$ cat config.mk
export PLATFORM = sky130hd
export DESIGN_NAME = terminal_writer
export DESIGN_NICKNAME = d
export VERILOG_FILES = /design/src/rtl/terminal_writer.sv
export SDC_FILE = /design/constraint.sdc
export NUM_CORES = 1
export LEC_CHECK = 0
export CAP_MARGIN = 40
export CORE_ASPECT_RATIO = 1.25
export CORE_UTILIZATION = 58
export CTS_BUF_LIST = sky130_fd_sc_hd__clkbuf_4 sky130_fd_sc_hd__clkbuf_8
export CTS_CLUSTER_DIAMETER = 150
export DETAILED_ROUTE_END_ITERATION = 7
export PLACE_DENSITY = 0.85
export SLEW_MARGIN = 0
export SYNTH_ARGS = -nofsm -noshare
export SYNTH_HDL_FRONTEND = slang
export SYNTH_SLANG_ARGS = --single-unit
$ cat constraint.sdc
create_clock -name clk36m -period 3.2 [get_ports clk36m]
set_input_delay 0.64 -clock clk36m [delete_from_list [all_inputs] [get_ports clk36m]]
set_output_delay 0.64 -clock clk36m [all_outputs]
set_load 0.05 [all_outputs]
$ cat src/rtl/terminal_writer.sv
// Terminal video RAM write sequencer: byte stream in, cursor, clear and
// one-line scroll out, every RAM access gated by the display-side grant.
module terminal_writer #(
  parameter int         COLS           = 80,
  parameter int         ROWS           = 25,
  parameter int         RD_LATENCY     = 2,
  parameter logic [7:0] BLANK_CHAR     = 8'h20,
  parameter bit         CLEAR_ON_RESET = 1'b1
) (
  input  logic        clk36m,
  input  logic        reset_n,
  input  logic [7:0]  char_data,
  input  logic        char_valid,
  output logic        char_ready,
  input  logic        ram_grant,
  output logic        ram_req,
  output logic [10:0] ram_addr,
  output logic [7:0]  ram_wdata,
  output logic        ram_we,
  input  logic [7:0]  ram_rdata,
  output logic [6:0]  cursor_col,
  output logic [4:0]  cursor_row,
  output logic        busy
);

  typedef enum logic [2:0] {
    RST, IDLE, PUT, CLEAR,
    SC_RD, SC_WAIT, SC_WR, SC_FILL
  } state_e;

  localparam logic [10:0] COLS_A    = 11'(COLS);
  localparam logic [10:0] CELL_LAST = 11'(COLS*ROWS-1);
  localparam logic [10:0] COPY_LAST = 11'(COLS*(ROWS-1)-1);
  localparam logic [10:0] FILL_BASE = 11'(COLS*(ROWS-1));
  localparam logic [6:0]  COL_LAST  = 7'(COLS-1);
  localparam logic [4:0]  ROW_LAST  = 5'(ROWS-1);
  localparam logic [3:0]  LAT_LAST  = 4'(RD_LATENCY-1);

  state_e      state_q, state_d;
  logic [10:0] addr_q, addr_d;
  logic [10:0] dst_q, dst_d;
  logic [7:0]  wdata_q, wdata_d;
  logic [6:0]  col_q, col_d;
  logic [4:0]  row_q, row_d;
  logic [3:0]  lat_q, lat_d;
  logic        ready_q, ready_d;
  logic        busy_q, busy_d;

  logic        accept;
  logic        is_print, is_cr, is_lf;
  logic        is_bs, is_ff;
  logic        last_col, last_row;
  logic [10:0] cur_addr;

  assign accept   = char_valid && ready_q;
  assign is_print = (char_data >= 8'h20)
                 && (char_data <= 8'h7E);
  assign is_cr    = char_data == 8'h0D;
  assign is_lf    = char_data == 8'h0A;
  assign is_bs    = char_data == 8'h08;
  assign is_ff    = char_data == 8'h0C;
  assign last_col = col_q == COL_LAST;
  assign last_row = row_q == ROW_LAST;
  assign cur_addr = 11'(row_q) * COLS_A
                  + 11'(col_q);

  always_ff @(posedge clk36m or negedge reset_n) begin
    if (!reset_n) begin
      state_q <= RST;
      addr_q  <= '0;
      dst_q   <= '0;
      wdata_q <= '0;
      col_q   <= '0;
      row_q   <= '0;
      lat_q   <= '0;
      ready_q <= 1'b0;
      busy_q  <= 1'b0;
    end else begin
      state_q <= state_d;
      addr_q  <= addr_d;
      dst_q   <= dst_d;
      wdata_q <= wdata_d;
      col_q   <= col_d;
      row_q   <= row_d;
      lat_q   <= lat_d;
      ready_q <= ready_d;
      busy_q  <= busy_d;
    end
  end

  always_comb begin
    state_d = state_q;
    unique case (state_q)
      RST:
        state_d = CLEAR_ON_RESET ? CLEAR : IDLE;
      IDLE:
        if (accept) begin
          unique case (1'b1)
            is_print: state_d = PUT;
            is_ff:    state_d = CLEAR;
            is_lf:    if (last_row) state_d = SC_RD;
            default:  ;
          endcase
        end
      PUT:
        if (ram_grant)
          state_d = (last_col && last_row) ? SC_RD : IDLE;
      CLEAR, SC_FILL:
        if (ram_grant && addr_q == CELL_LAST)
          state_d = IDLE;
      SC_RD:
        if (ram_grant) state_d = SC_WAIT;
      SC_WAIT:
        if (!ram_grant)
          state_d = SC_RD;
        else if (lat_q == LAT_LAST)
          state_d = SC_WR;
      SC_WR:
        if (ram_grant)
          state_d = (dst_q == COPY_LAST) ? SC_FILL : SC_RD;
      default:
        state_d = RST;
    endcase
  end

  always_comb begin
    addr_d  = addr_q;
    dst_d   = dst_q;
    wdata_d = wdata_q;
    col_d   = col_q;
    row_d   = row_q;
    lat_d   = lat_q;
    unique case (state_q)
      RST: begin
        addr_d  = '0;
        wdata_d = BLANK_CHAR;
      end
      IDLE:
        if (accept) begin
          unique case (1'b1)
            is_print: begin
              addr_d  = cur_addr;
              wdata_d = char_data;
            end
            is_cr: col_d = '0;
            is_lf:
              if (!last_row) begin
                row_d = row_q + 5'd1;
              end else begin
                dst_d  = '0;
                addr_d = COLS_A;
              end
            is_bs:
              if (col_q != '0) col_d = col_q - 7'd1;
            is_ff: begin
              col_d   = '0;
              row_d   = '0;
              addr_d  = '0;
              wdata_d = BLANK_CHAR;
            end
            default: ;
          endcase
        end
      PUT:
        if (ram_grant) begin
          if (!last_col) begin
            col_d = col_q + 7'd1;
          end else begin
            col_d = '0;
            if (!last_row) begin
              row_d = row_q + 5'd1;
            end else begin
              dst_d  = '0;
              addr_d = COLS_A;
            end
          end
        end
      CLEAR, SC_FILL:
        if (ram_grant && addr_q != CELL_LAST)
          addr_d = addr_q + 11'd1;
      SC_RD:
        if (ram_grant) lat_d = '0;
      SC_WAIT:
        // read data is only trusted after an unbroken run of grants
        if (ram_grant) begin
          lat_d = lat_q + 4'd1;
          if (lat_q == LAT_LAST) begin
            wdata_d = ram_rdata;
            addr_d  = dst_q;
          end
        end
      SC_WR:
        if (ram_grant) begin
          if (dst_q == COPY_LAST) begin
            addr_d  = FILL_BASE;
            wdata_d = BLANK_CHAR;
          end else begin
            dst_d  = dst_q + 11'd1;
            addr_d = dst_q + COLS_A + 11'd1;
          end
        end
      default: ;
    endcase
    ready_d = (state_d == IDLE) && !accept;
    busy_d  = state_d != IDLE;
  end

  always_comb begin
    ram_req = (state_q != RST) && (state_q != IDLE);
    ram_we  = ram_grant
           && (state_q == PUT || state_q == CLEAR
            || state_q == SC_WR || state_q == SC_FILL);
  end

  assign char_ready = ready_q;
  assign busy       = busy_q;
  assign ram_addr   = addr_q;
  assign ram_wdata  = wdata_q;
  assign cursor_col = col_q;
  assign cursor_row = row_q;

endmodule

======== Word level (Yosys, flattened, before mapping) ========
Cells that the tools add are included.
storage, ports and cells
  flip-flop bits (word level) ............. 51
cells by class
  order comparisons ....................... 2
  eq/ne operators ......................... 36
  $add $sub $neg .......................... 9
  multipliers ............................. 1
  muxes and demuxes ....................... 53
  reduce and logical (&&, ||, !) cells .... 28
operator list
  cell                                                              count
  11-bit 2-to-1 mux                                                 16
  11-bit case mux with 3 select lines                               2
  11-bit case mux with 6 select lines                               1
  8-bit 2-to-1 mux                                                  5
  11-bit by 1-bit adder with 11-bit output (second input constant)  3
  8-bit by 4-bit == test with 1-bit output (second input constant)  4
  8-bit case mux with 4 select lines                                1
  7-bit 2-to-1 mux                                                  4
  7-bit case mux with 2 select lines                                2
  3-bit 2-to-1 mux                                                  9
  11-bit == test (second input constant)                            2
  2-bit != test (second input constant)                             11
  3-bit case mux with 7 select lines                                1
  5-bit 2-to-1 mux                                                  4
  5-bit case mux with 2 select lines                                2
  8-bit case mux with 2 select lines                                1
  7-bit AND reduction                                               2
  3-bit == test (second input constant)                             4
  3-bit != test (second input constant)                             4
  11-bit by 7-bit adder with 11-bit output                          1
  11-bit by 7-bit adder with 11-bit output (second input constant)  1
  11-bit != test (second input constant)                            1
  5-bit AND reduction                                               2
  3-bit case mux with 3 select lines                                1
  29 further kinds                                                  45

======== Longest topological paths before layout ========
  depth in word-level cells ............... 7
  gate-level depth with buffers ........... 10
  mapped depth without buffers ............ 10

======== Least setup slack after synthesis ========
Ideal clock, no wire load.
  path type ............................... register to register
  from .................................... register row_q[1] (netlist: cursor_row[1])
  to ...................................... register addr_q[9] (netlist: ram_addr[9])
  data arrival time ....................... 3.103 ns
  path slack .............................. -0.026 ns
  stages on the path, launching flop included .. 10
  period minus slack after synthesis ...... 3.226 ns
  library setup time ...................... 0.123 ns
  path through ............................ dfrtp_1 > ha_1 > ha_1 > inv_1 > fa_1 > or4b_2 > xor2_1 > a221o_1 > a21oi_1 > o21ai_1
between the ends
  word-level cells in the longest chain between the ends .. 5
  elaborated cells between the ends (all ways) .. 9
  classes of those cells .................. 1 x add/sub; 1 x mul; 1 x eq/ne; 6 x mux
ends and longest elaborated chain
  element                                                                               RTL line  RTL
  start, declared                                                                       44        logic [4:0] row_q, row_d;
  start signal, assigned                                                                84        row_q <= row_d;
  5-bit by 3-bit multiplier with 7-bit output / 5-bit == test (equally long branches)   64, 63
  11-bit by 7-bit adder with 11-bit output / 11-bit 2-to-1 mux (equally long branches)  --
  11-bit case mux with 3 select lines / 11-bit 2-to-1 mux (equally long branches)       --
  11-bit 2-to-1 mux (on tied branches)                                                  --
  11-bit case mux with 6 select lines *                                                 133       unique case (state_q)
  end signal, assigned                                                                  80        addr_q <= addr_d;
  end, declared                                                                         40        logic [10:0] addr_q, addr_d;
Every way passes the cells marked *; elsewhere a longest branch is shown, timed or not. The select of a mux whose other input is x is not followed.
A chain may end at the register's enable or synchronous reset.

======== Worst setup path after layout ========
Ends and elaborated chain as after synthesis.

==> flow_metrics.env <==
export IMPL_dieArea_um2=7480
export IMPL_first_iter_violations=345
export IMPL_nNetsFinal=564
export IMPL_worstHoldPathType="in2async"
export IMPL_dpl_cell_area_um2=4800
export IMPL_critPathMaxStageDelay_ps=690
export IMPL_synth_nets=512
export IMPL_final_area_um2=4890
export IMPL_cp_required_ps=3420
export IMPL_grt_pass1_wl_um=18300
export IMPL_drt_pre_antenna_iters=5
export IMPL_die_w_um=77.6
export IMPL_path_common_cell="ha_1"
export IMPL_maxCapViolCount=0
export IMPL_finalSetupViolations=0
export IMPL_r2r_cells=9
export IMPL_path_clk_slew_ps=100
export IMPL_netlist_area_leader_share_pct=30.8
export IMPL_ys_async_sr_fraction_pct=100
export IMPL_ys_seq_area_share_pct=30.8
export IMPL_worst_pin_slew_ps=823
export IMPL_worstSkewPairLatency_ps=320
export IMPL_synth_cell_area_um2=4140
export IMPL_synth_warnings=0
export IMPL_yosys_top_cells_area="dfrtp_1 (31%), ha_1 (5.4%), nand2_1 (3.6%)"
export IMPL_drc=0
export IMPL_cts_sinks=51
export IMPL_period_share_pct=92.0
export IMPL_timing_slew_headroom_pct=45.1
export IMPL_hold_viol_final=0
export IMPL_ant_nets=0
export IMPL_worst_setup_path_start_kind="flip-flop"
export IMPL_synth_seq_cells=51
export IMPL_fp_dieH_um=96.5
export IMPL_rsz0062_at_grt="false"
export IMPL_cp_slowest_cell="or4b_2"
export IMPL_min_period_ps=2940
export IMPL_cts_resized=0
export IMPL_postCtsHoldBufs=0
export IMPL_cp_cell_sequence="ha_1, ha_1, inv_1, fa_1, or4b_2, xor2_1, a221o_1, a21oi_1, o21ai_1"
export IMPL_numCtsBuffers=5
export IMPL_drive_gt1_share_pct=12.6
export IMPL_yosys_mux_area_fraction_pct=3.29
export IMPL_synth_top_area_cell="dfrtp_1"
export IMPL_power_density_nw_per_um2=859
export IMPL_routed_wirelength_um=11200
export IMPL_routedWlPerCell_um=18.3
export IMPL_drt_met1_wl_um=4630
export IMPL_synth_flop_cell="dfrtp_1"
export IMPL_grt_pass1_vias=3740
export IMPL_synth_compound_area_share_pct=29.8
export IMPL_critPathArrivalTime_ps=3160
export IMPL_cts_tree="yes"
export IMPL_grt_max_degree=52
export IMPL_syn_inst=472
export IMPL_vias_per_cell=6.65
export IMPL_cts_htree_levels=2
export IMPL_highest_layer="met4"
export IMPL_dr_wl_met2_um=5520
export IMPL_yosys_area_share_simple_pct=21.9
export IMPL_cts_max_path_buffers=2
export IMPL_status="finished, final reports clean"
export IMPL_skew_ps=10.6
export IMPL_stdcell_count=615
export IMPL_synthDistinctLibCells=84
export IMPL_cts_setup_buffers=0
export IMPL_root_buffer="clkbuf_8"
export IMPL_top_level_ports=55
export IMPL_gp_congestion=0.997
export IMPL_core_um2=6930
export IMPL_antenna_cells=0
export IMPL_total_power_mw=4.20
export IMPL_rows=34
export IMPL_grt_usage_pct=31.2
export IMPL_p_leak_nw=1.95
export IMPL_synth_avg_cell_area_um2=8.77
export IMPL_synth_edf_count=0
export IMPL_dpl_hpwl_um=8290
export IMPL_wl_met3_um=790
export IMPL_ir_worst_vdd_mv=0.684
export IMPL_port_buffers=54
export IMPL_cp_max_fo=3
export IMPL_overflow=0
export IMPL_antenna_found_initial=0
export IMPL_synth_top_family_by_area="compound AO/OA/AOI/OAI gates"
export IMPL_finalMaxSlewViolations=0
export IMPL_synth_adder_area_share_pct=6.40
export IMPL_crit_type="reg2reg"
export IMPL_tns_ps=0
export IMPL_syn_to_final_growth_pct=18.1
export IMPL_vias=4092
export IMPL_dp_cells=607
export IMPL_cp_end_kind="flip-flop"
export IMPL_synthXorXnorAreaFrac_pct=3.38
export IMPL_max_freq_mhz=340
export IMPL_initial_core_util_pct=59.7
[cell usage after synthesis (all sizes together) (3+ instances only)]
cell type	count
nor2	30
nor2b	8
inv	16
nand4	6
nand4b	3
a32oi	3
or4b	3
a221oi	5
ha	18
nor3	13
clkbuf	18
a22o	7
nand2b	4
nand2	40
o31ai	9
a221o	3
xor2	9
a32o	4
and2	6
o22ai	6
a31oi	9
dfrtp	51
xnor2	7
nand3	22
a21o	6
o21ai	55
or3b	3
or2	3
mux2	8
o32ai	3
and3	5
o211ai	6
a22oi	3
nor4	4
buf	9
o41ai	6
a21oi	27
a211oi	3
nor3b	6
[cells by family (layout without fill, tap and decap cells)]
kind of cell	Yosys count	in the layout
DFF	51	51
buffers and inverters	43	96
muxes	10	10
adders and majority gates	20	20
AOI/OAI and AO/OA	169	169
xor gates and xnor gates	16	16
and+or+nand+nor	163	163
[report_power, final]
group	internal [mW]	leakage, nW	switching [mW]
combinational	1.03	1.24	1.66
sequential	0.824	0.666	0.298
clock	0.171	0.0491	0.224
total	2.02	1.95	2.18
[critical path, delay by kind of cell (launching register included)]
family,cells,cell delay (ps)
adder cells (fa/ha/maj),3,950
XOR/XNOR,1,180
AO/OA/AOI/OAI,3,550
flip-flops,1,410
buffers and inverters,1,70
AND/OR/NAND/NOR,1,690
[state kept, by name, indices dropped and copies added, names as in the netlist]
signal	flops
state_q	3
busy	1
lat_q	4
cursor_col	7
dst_q	11
ram_addr	11
char_ready	1
ram_wdata	8
cursor_row	5
[cell usage in the layout, fill, tap and decap left out, types with 7 or more instances in the layout]
cell type	count
nor2_1	29
nor3_1	11
ha_1	18
nand2_1	40
o21ai_1	22
mux2_4	7
o31ai_1	8
clkdlybuf4s50_1	52
a31oi_1	8
dfrtp_1	50
nand3_1	20
o21ai_0	30
buf_4	19
xnor2_1	7
a21oi_1	27
inv_1	15
nor2b_1	8
xor2_1	9
[worst paths after layout]
check / startpoint / endpoint / slack [ps]
max: cursor_row[1] / ram_addr[9] / 260
min: reset_n / ram_wdata[4] / 440
max reg2reg: cursor_row[1] / ram_addr[9] / 260
min reg2reg: ram_wdata[3] / ram_wdata[3] / 520
max in group asynchronous: reset_n / cursor_row[1] / 2270
min in group clk36m: ram_wdata[3] / ram_wdata[3] / 520
[metal layers]
metal | vias to the layer above | track usage [%]
li1 | 1891 | -
met1 | 1944 | 39.6
met2 | 213 | 53.4
met3 | 44 | 6.01
met4 | 0 | 10.8
met5 | - | 0
[cell type report]
class                           count  area [µm²]
Fill cell                         565        2040
Sequential cell                    51        1280
Clock buffer                        7        83.8
Tap cell                           90         113
Multi-Input combinational cell    378        2690
Clock inverter                      1        5.00
Timing Repair Buffer               72         668
Inverter                           16        60.1
[per-stage QoR]
stage          hold WS, ps  setup WS (ps)  util (%)
2_1_floorplan          344           6.55         -
3_3_place_gp           491            209      69.3
3_5_place_dp           502            115      69.3
4_1_cts                460            255      70.6
5_1_grt                513            119      70.6
6_report               442            256      70.6
(Power assumes the default switching activity.)
